$ cat src/rtl/red_pkg.sv
// Shared definitions for the RED sequencer: FSM state type and datapath widths.
package red_pkg;

  localparam int unsigned NIB_W       = 4;
  localparam int unsigned LANE_W      = 5;
  localparam int unsigned PAIR_W      = 6;
  localparam int unsigned RED_LAT     = 7;
  localparam int unsigned RED_LAT_PAR = 4;

  typedef enum logic [2:0] {
    IDLE,
    SUM,
    TREE1,
    TREE2,
    DONE
  } red_state_t;

endpackage

$ cat src/rtl/red_lane_add.sv
// Combinational signed nibble adder: sext(i_a) + sext(i_b), one bit wider than
// the inputs so the result cannot overflow.
// Ports:
//   i_a, i_b : signed NIB_W-bit nibbles
//   o_sum    : signed LANE_W-bit sum
module red_lane_add
  import red_pkg::*;
(
  input  logic [NIB_W-1:0]  i_a,
  input  logic [NIB_W-1:0]  i_b,
  output logic [LANE_W-1:0] o_sum
);

  assign o_sum = {i_a[NIB_W-1], i_a} + {i_b[NIB_W-1], i_b};

endmodule

$ cat src/rtl/red_seq_ctrl.sv
// Multi-cycle sequencer for the RED nibble-reduction operation:
//   S = sext((A3+B3)+(A2+B2)) + ((A1+B1)+(A0+B0)), all nibbles signed.
// A shared lane adder walks the four nibble pairs (SUM, 4 cycles), then a
// two-step tree (TREE1, TREE2) reduces the lanes; DONE presents the result.
// Build option: RED_SEQ_PARALLEL_EN instantiates four lane adders so SUM
// takes a single cycle.
// Ports:
//   clk, rst_n  : clock, synchronous active-low reset
//   start       : op request, honoured only while ready=1
//   flush       : synchronous abort, wins over start
//   A, B        : operands, captured on the accepted start
//   ready       : can accept start (IDLE, DONE)
//   busy        : op in flight (SUM, TREE1, TREE2)
//   valid       : one-cycle pulse, S is new
//   S           : result, held until the next valid
module red_seq_ctrl #(
  parameter int unsigned NIB_W   = 4,
  parameter int unsigned NUM_NIB = 4,
  parameter int unsigned OUT_W   = 16
) (
  input  logic                     clk,
  input  logic                     rst_n,
  input  logic                     start,
  input  logic                     flush,
  input  logic [NUM_NIB*NIB_W-1:0] A,
  input  logic [NUM_NIB*NIB_W-1:0] B,
  output logic                     ready,
  output logic                     busy,
  output logic                     valid,
  output logic [OUT_W-1:0]         S
);

  import red_pkg::*;

  red_state_t r_state;
  red_state_t w_next;

  logic [NUM_NIB*NIB_W-1:0] r_opA;
  logic [NUM_NIB*NIB_W-1:0] r_opB;
  logic [LANE_W-1:0]        r_lane [NUM_NIB];
  logic [PAIR_W-1:0]        r_p_hi;
  logic [PAIR_W-1:0]        r_p_lo;
  logic [OUT_W-1:0]         r_S;
  logic                     w_accept;

`ifdef RED_SEQ_PARALLEL_EN
  logic [LANE_W-1:0] w_lane_par [NUM_NIB];

  for (genvar gi = 0; gi < NUM_NIB; gi++) begin : g_lane
    red_lane_add u_lane_add (
      .i_a   (r_opA[gi*NIB_W +: NIB_W]),
      .i_b   (r_opB[gi*NIB_W +: NIB_W]),
      .o_sum (w_lane_par[gi])
    );
  end
`else
  logic [1:0]        r_cnt;
  logic [LANE_W-1:0] w_lane;

  // Shared adder is steered to nibble pair r_cnt.
  red_lane_add u_lane_add (
    .i_a   (r_opA[{r_cnt, 2'b00} +: NIB_W]),
    .i_b   (r_opB[{r_cnt, 2'b00} +: NIB_W]),
    .o_sum (w_lane)
  );
`endif

  assign w_accept = ready && start && !flush;
  assign S        = r_S;

  always_ff @(posedge clk) begin
    if (!rst_n) r_state <= IDLE;
    else        r_state <= w_next;
  end

  always_comb begin
    w_next = r_state;
    ready  = 1'b0;
    busy   = 1'b0;
    valid  = 1'b0;
    case (r_state)
      IDLE: begin
        ready = 1'b1;
        if (start) w_next = SUM;
      end
      SUM: begin
        busy = 1'b1;
`ifdef RED_SEQ_PARALLEL_EN
        w_next = TREE1;
`else
        if (r_cnt == 2'd3) w_next = TREE1;
`endif
      end
      TREE1: begin
        busy   = 1'b1;
        w_next = TREE2;
      end
      TREE2: begin
        busy   = 1'b1;
        w_next = DONE;
      end
      DONE: begin
        ready  = 1'b1;
        valid  = 1'b1;
        w_next = start ? SUM : IDLE;
      end
      default: w_next = IDLE;
    endcase
    if (flush) w_next = IDLE;
  end

  // Datapath is frozen under flush, so an aborted op never touches S.
  always_ff @(posedge clk) begin
    if (!rst_n) begin
      r_opA  <= '0;
      r_opB  <= '0;
      r_p_hi <= '0;
      r_p_lo <= '0;
      r_S    <= '0;
      for (int unsigned i = 0; i < NUM_NIB; i++) r_lane[i] <= '0;
`ifndef RED_SEQ_PARALLEL_EN
      r_cnt  <= '0;
`endif
    end else if (!flush) begin
      if (w_accept) begin
        r_opA <= A;
        r_opB <= B;
`ifndef RED_SEQ_PARALLEL_EN
        r_cnt <= '0;
`endif
      end
      case (r_state)
        SUM: begin
`ifdef RED_SEQ_PARALLEL_EN
          r_lane <= w_lane_par;
`else
          r_lane[r_cnt] <= w_lane;
          r_cnt         <= r_cnt + 2'd1;
`endif
        end
        TREE1: begin
          r_p_hi <= {r_lane[3][LANE_W-1], r_lane[3]} + {r_lane[2][LANE_W-1], r_lane[2]};
          r_p_lo <= {r_lane[1][LANE_W-1], r_lane[1]} + {r_lane[0][LANE_W-1], r_lane[0]};
        end
        TREE2: begin
          r_S <= {{(OUT_W-PAIR_W){r_p_hi[PAIR_W-1]}}, r_p_hi}
               + {{(OUT_W-PAIR_W){r_p_lo[PAIR_W-1]}}, r_p_lo};
        end
        default: ;
      endcase
    end
  end

endmodule

$ cat config.mk
export PLATFORM = sky130hd
export DESIGN_NAME = red_seq_ctrl
export DESIGN_NICKNAME = d
export VERILOG_FILES = /design/src/rtl/red_pkg.sv /design/src/rtl/red_lane_add.sv /design/src/rtl/red_seq_ctrl.sv
export SDC_FILE = /design/constraint.sdc
export NUM_CORES = 1
export LEC_CHECK = 0
export CAP_MARGIN = 20
export CELL_PAD_IN_SITES_DETAIL_PLACEMENT = 1
export CELL_PAD_IN_SITES_GLOBAL_PLACEMENT = 2
export CORE_ASPECT_RATIO = 0.6
export CORE_MARGIN = 4
export CORE_UTILIZATION = 34
export DETAILED_ROUTE_END_ITERATION = 6
export PLACE_DENSITY_LB_ADDON = 0.25
export SLEW_MARGIN = 20
export SYNTH_ARGS = -nofsm -noshare
export SYNTH_HDL_FRONTEND = slang
export SYNTH_SLANG_ARGS = --single-unit
$ cat constraint.sdc
create_clock -name clk -period 3.1 [get_ports clk]
set_input_delay 0.775 -clock clk [delete_from_list [all_inputs] [get_ports clk]]
set_output_delay 0.775 -clock clk [all_outputs]
set_load 0.01 [all_outputs]
==> out/qor.csv, run 1 <==
stage,metric,value,unit
worst_setup_path,CP max stage delay,570,ps
route,vias per cell,5.05,
power,combinational group share of total power,8.2,%
worst_setup_path,Critical Path Source Type,flop,
floorplanning,core area,10700,µm²
route,post-route ant nets,0,
floorplanning,Cell Rows,29,
run,Max-Cap Viols,0,
clock_tree,"CTS clk-pin slew, worst paths",60,ps
worst_setup_path,CP arrival,2890,ps
floorplanning,IO Count,55,
clock_tree,Clock Latency Late Sink,340,ps
power,Seq pwr share,43.6,%
grt,GR Util All Layers,16.5,%
power,part of the power in the clock network,48.1,%
logic_synthesis,post-synthesis sequential area ratio,45.2,%
route,drt initial violations,142,
timing,Setup-failing EPs final,0,
clock_tree,setup bufs post-CTS,0,
place,Port Buffer Count,54,
route,Vias,2944,
power,pwr dens,513,nW/µm²
route,TritonRoute pass-1 iters,4,
clock_tree,hold buffer count at cts,0,
timing,RSZ-0062 raised after global routing,no,
worst_setup_path,R2R Path End,r_lane[3][4],
worst_setup_path,RR Startpoint,r_cnt[0],
place,gp weighted congestion,0.804,
clock_tree,clock root buffer,clkbuf_16,
power,switching share of power,22.4,%
worst_setup_path,Crit. End Element,flop,
clock_tree,CTS tree,yes,
route,final WL,10000,µm
hold_path,Hold Crit Class,reg2reg,
clock_tree,clock buffer count from CTS,9,
logic_synthesis,Synth Net Count,455,
hold_path,hold depth,2,
cells_and_area,area grow syn2layout,25.5,%
worst_setup_path,worst r2r path cells,6,
hold_path,hold path startpoint,r_opB[9],
power,Internal,1900,µW
logic_synthesis,count of flip-flops with a built-in enable after synthesis,20,
logic_synthesis,leading area contributor after synthesis,dfxtp_1,
worst_setup_path,flop2flop setup slack,400,ps
power,Psw,549,µW
logic_synthesis,prevailing post-synth register cell,dfxtp_1,
cells_and_area,nets,500,
route,DRC viols,0,
timing,final worst-path cycle share,87.0,%
cells_and_area,Finished Layout Cells,583,
worst_setup_path,critical path's slowest cell,dfxtp_1,
floorplanning,Die W,145,µm
logic_synthesis,largest cells by area after synthesis,"dfxtp_1, edfxtp_1, nand2_1",
hold_path,Hold Crit Endpoint,r_opB[9],
grt,first-pass GRT wire length,16600,µm
cells_and_area,ratio of cells with drive above 1 in the final layout,9.01,%
status,status,finished clean,
timing,Tmin final,2700,ps
worst_setup_path,critical path type,reg2reg,
power,P_leak,0.00182,µW
floorplanning,die height,89.9,µm
timing,Worst-Margin Slew,640,ps
power,final total power,2450,µW
floorplanning,Die Area,13000,µm²
clock_tree,post-CTS resize count,0,
worst_setup_path,WP buf/inv,0,
timing,hold slack,453,ps
logic_synthesis,"flops & latches, synth",76,
timing,Final Hold Viols,0,
timing,Worst Skew,7.82,ps
power,Max VDD drop,0.296,mV
logic_synthesis,"Distinct cells, synth",43,
timing,Slew HR,57.3,%
floorplanning,Initial Utilization,35.4,%
logic_synthesis,yosys warns,0,
clock_tree,CTS max path bufs,2,
clock_tree,H-tree depth,3,
logic_synthesis,mean post-synth cell area,9.66,µm²
cells_and_area,post-layout util,44.5,%
logic_synthesis,post-synth top area share,29.5,%
worst_setup_path,"CP delay by family, top",adder cells,
timing,Highest Clock Rate,371,MHz
cells_and_area,diode count,0,
worst_setup_path,required time of the critical path,3290,ps
grt,initial antenna violation count,0,
route,Avg WL per Cell,17.2,µm
grt,grt ovf,0,
place,dpl cells,567,
timing,setup TNS,0,ps
clock_tree,Clock Sinks,76,
logic_synthesis,Mapped Area,3800,µm²
worst_setup_path,CP Max Fanout,7,
logic_synthesis,cells after synthesis,394,
grt,vias in the first global route,3105,
logic_synthesis,most common cell in the netlist,nand2_1,
logic_synthesis,most frequent cells after synthesis,"nand2_1, dfxtp_1, a21boi_1, nor2_1, ha_1",
logic_synthesis,fraction of registers with async set/reset,0,%
worst_setup_path,CP Cell Sequence,"mux4_2, ha_1, fa_1, a2111oi_0, a21oi_1, nor2_1",
grt,largest net degree at the start of global routing,69,
timing,Max Slew Vio Count,0,
place,DP Wirelength,7440,µm
## power by group through the flow
stage	Combinational (µW)	Clock [µW]	Sequential, µW
global route	226	1250	1070
floorplan	116	0	1080
CTS	205	1200	1070
detailed placement	203	0	1090
global placement	197	0	1090
finish	201	1180	1070
## worst reg2reg max path, stage by stage (launching register included)
cell and delay, ps:
dfxtp_1 570, mux4_2 560, ha_1 240, fa_1 410, a2111oi_0 430, a21oi_1 190, nor2_1 140
## final cells by class
cell class	instances	area, µm²
fill	1232	5970
multi-input combinational	282	1910
sequential	76	1720
timing repair buffer	65	618
clock buffer	10	250
tap	139	174
clock inverter	6	83.8
inverter	5	18.8
## state kept, by name, summed over array words and instances (netlist names)
| signal | count |
|---|---|
| r_opA | 16 |
| r_p_hi | 6 |
| r_cnt | 2 |
| r_state | 3 |
| r_opB | 16 |
| r_p_lo | 6 |
| r_lane | 20 |
| S | 7 |
## stage by stage
step	worst slack [ps]	cell area (µm²)
floorplan	616	3800
global placement	356	4440
detailed placement	299	4440
CTS	371	4770
finish	404	4770
global route	207	4770
## worst max-delay path by stage
stage | from | end | depth (start not counted)
after global routing | r_cnt[0] | r_lane[1][4] | 6
after floorplan | r_cnt[0] | r_lane[2][4] | 6
after global placement | flush | r_lane[0][0] | 5
after CTS | r_cnt[0] | r_lane[3][4] | 6
after detailed placement | flush | r_lane[0][0] | 5
final | r_cnt[0] | r_lane[3][4] | 6
## logic make-up after synthesis
family,after synthesis,share of synthesized area (%)
fa+ha+maj,25,9.01
xor+xnor,5,1.15
compound gates,75,14.0
mux,10,5.26
buf+inv,36,4.83
flops,76,45.2
simple gates,167,20.5
## routing by layer
metal / share of wire [%] / track usage [%] / vias to the layer above
met5: 0 / 0 / -
met4: 1.3 / 4.35 / 0
met3: 4.4 / 4.29 / 13
met2: 39 / 21.3 / 54
met1: 55 / 26.6 / 1409
li1: - / - / 1468
## cells in the final DEF (no fill, tap or decap), drive strengths merged, types with 4 or more instances in the layout
cell type,synthesis,routed
nand2b,7,7
a21boi,38,38
fa,4,4
nand4,4,4
nor2b,6,6
dfxtp,56,56
nand3,6,6
xnor2,5,5
nor3,5,5
clkdlybuf4s50,0,53
edfxtp,20,20
o21ai,8,8
mux4,8,8
nor2,23,23
inv,5,6
buf,16,12
a21oi,9,9
a21o,4,4
nand3b,7,7
nand2,96,96
clkbuf,15,10
ha,21,21
(Power assumes the default switching activity.)
==> inputs of run 2 (changes only) <==
- CORE_MARGIN: 4 -> unset
==> run 2 against run 1 <==
  * The run now ends with DRC left
  * Total power fell by 7.1%
  * First-iteration DRC count increased by 13%
  * Die area down 11%
  * Sequential power is essentially flat
  * Maximum frequency shrank 3.4%
  * Count of clock-buffer cells in the layout stayed put
  * Critical endpoint is now r_lane[1][4]
==> out/qor.csv, run 2 (synthesis gave the netlist of run 1 again) <==
stage,metric,value,unit
status,status,"finished, violations left",
status,failing checks,DRC,
floorplanning,Die Area,11600,µm²
power,P_leak,0.00177,µW
clock_tree,Clock Latency Late Sink,350,ps
power,pwr dens,484,nW/µm²
route,WL met2,4050,µm
clock_tree,hold buffer count at cts,0,
grt,grt ovf,0,
cells_and_area,area grow syn2layout,23.7,%
worst_setup_path,"CP delay by family, top",flip-flops,
timing,final worst-path cycle share,90.0,%
power,part of the power in the clock network,44.2,%
clock_tree,"CTS clk-pin slew, worst paths",60,ps
power,Max VDD drop,0.271,mV
cells_and_area,nets,497,
route,Vias,2954,
floorplanning,core area,10700,µm²
grt,vias in the first global route,3042,
clock_tree,clock buffer count from CTS,9,
power,switching share of power,24.6,%
power,combinational group share of total power,8.8,%
place,gp weighted congestion,0.742,
route,highest routed layer,met4,
cells_and_area,"most common cell after layout, fill and taps aside",nand2_1,
cells_and_area,number of flip-flops under the largest register name,20,
timing,Final Hold Viols,0,
worst_setup_path,Crit. End Element,flop,
hold_path,hold depth,2,
timing,Tmin final,2790,ps
route,TritonRoute pass-1 iters,6,
worst_setup_path,critical path type,reg2reg,
hold_path,hold path startpoint,S[0],
cells_and_area,diode count,0,
clock_tree,CTS tree,yes,
route,DRT met1 WL,5480,µm
floorplanning,Die W,139,µm
worst_setup_path,required time of the critical path,3300,ps
worst_setup_path,RR Startpoint,r_cnt[1],
worst_setup_path,Critical Path Source Type,flop,
clock_tree,CTS max path bufs,2,
power,Psw,560,µW
worst_setup_path,CP Max Fanout,14,
timing,Setup-failing EPs final,0,
route,drt initial violations,160,
timing,setup ws final,310,ps
clock_tree,H-tree depth,3,
power,Internal,1720,µW
worst_setup_path,WP buf/inv,0,
grt,GR Util All Layers,18.7,%
place,pre-CTS WS,313,ps
worst_setup_path,flop2flop setup slack,310,ps
timing,Worst Skew,9.08,ps
worst_setup_path,worst r2r path cells,6,
route,DRC viols,11,
timing,Max Slew Vio Count,0,
route,vias per cell,5.09,
place,DP Wirelength,7220,µm
worst_setup_path,CP Cell Sequence,"mux4_2, ha_1, fa_1, a2111oi_0, a21oi_1, nor2_1",
hold_path,Hold Crit Class,reg2reg,
grt,first-pass GRT wire length,16400,µm
cells_and_area,Reg with most FFs,r_lane,
timing,setup TNS,0,ps
floorplanning,IO Count,55,
worst_setup_path,critical path's slowest cell,dfxtp_1,
worst_setup_path,CP arrival,2980,ps
place,Port Buffer Count,54,
clock_tree,clock root buffer,clkbuf_16,
clock_tree,post-CTS resize count,0,
cells_and_area,most frequent cells in the layout,"nand2_1, dfxtp_1, clkdlybuf4s50_1, a21boi_1, nor2_1",
cells_and_area,Regs by FF count,"r_lane x20, r_opA x16, r_opB x16",
route,post-route ant nets,0,
floorplanning,die height,83.9,µm
timing,Worst-Margin Slew,653,ps
grt,initial antenna violation count,0,
clock_tree,setup bufs post-CTS,0,
timing,Slew HR,56.4,%
floorplanning,Initial Utilization,35.4,%
worst_setup_path,R2R Path End,r_lane[1][4],
route,final WL,9970,µm
run,Max-Cap Viols,0,
grt,largest net degree at the start of global routing,69,
cells_and_area,ratio of cells with drive above 1 in the final layout,8.39,%
clock_tree,Clock Sinks,76,
power,Seq pwr share,47.0,%
timing,RSZ-0062 raised after global routing,no,
timing,Highest Clock Rate,358,MHz
floorplanning,Cell Rows,29,
route,Avg WL per Cell,17.2,µm
worst_setup_path,CP max stage delay,740,ps
route,met3 wire len,336,µm
hold_path,Hold Crit Endpoint,S[0],
## run 2: changes by cell type in the layout (fill, tap and decap cells not counted), moves of 2 or more
cell / before / now
clkinv_4: 0 / 2
clkinv_2: 2 / 0
bufinv_16: 2 / 0
buf_4: 11 / 8
clkinvlp_4: 1 / 3
## run 2: area by class of cell
cell class,instances,area [µm²]
multi-input cells,282,1910
flip-flops and latches,76,1720
well taps,139,174
clock inverters,6,48.8
clock buffers,10,239
fillers,1214,6030
inverters,5,18.8
repair buffers,62,596
## run 2: power by group through the flow
stage / combinational, µW / sequential (µW) / clock [µW]
after global routing: 223 / 1070 / 1080
after detailed placement: 201 / 1090 / 0
final: 200 / 1070 / 1010
after floorplan: 116 / 1080 / 0
after CTS: 203 / 1070 / 1040
after global placement: 195 / 1090 / 0
## run 2: worst max-delay path by stage
stage	end	cells past startpoint	from
finish	r_lane[1][4]	6	r_cnt[1]
global route	r_lane[2][4]	6	r_cnt[1]
CTS	r_lane[1][4]	6	r_cnt[1]
detailed placement	r_lane[0][0]	5	flush
global placement	r_lane[0][0]	5	flush
floorplan	r_lane[2][4]	6	r_cnt[0]
## run 2: through the flow
step | util (%) | instance area [µm²] | power [µW] | hold WS, ps | instances
finish | 43.8 | 4710 | 2280 | 456 | 580
global route | 43.8 | 4710 | 2370 | 486 | 580
CTS | 43.8 | 4710 | 2310 | 457 | 580
detailed placement | 41.1 | 4420 | 1290 | 449 | 564
global placement | 41.1 | 4420 | 1280 | 441 | 564
floorplan | - | 3800 | 1200 | 432 | 394
## run 2: per-layer routing
layer | vias up | track usage (%)
met4 | 0 | 5.52
met1 | 1432 | 27.4
met2 | 61 | 26.9
li1 | 1453 | -
met3 | 8 | 4.42
met5 | - | 0
## run 2: worst min-delay path, cell delays in order, from the launching register on
cell and delay [ps]:
dfxtp_1 310, nand2_1 50, a21boi_1 50
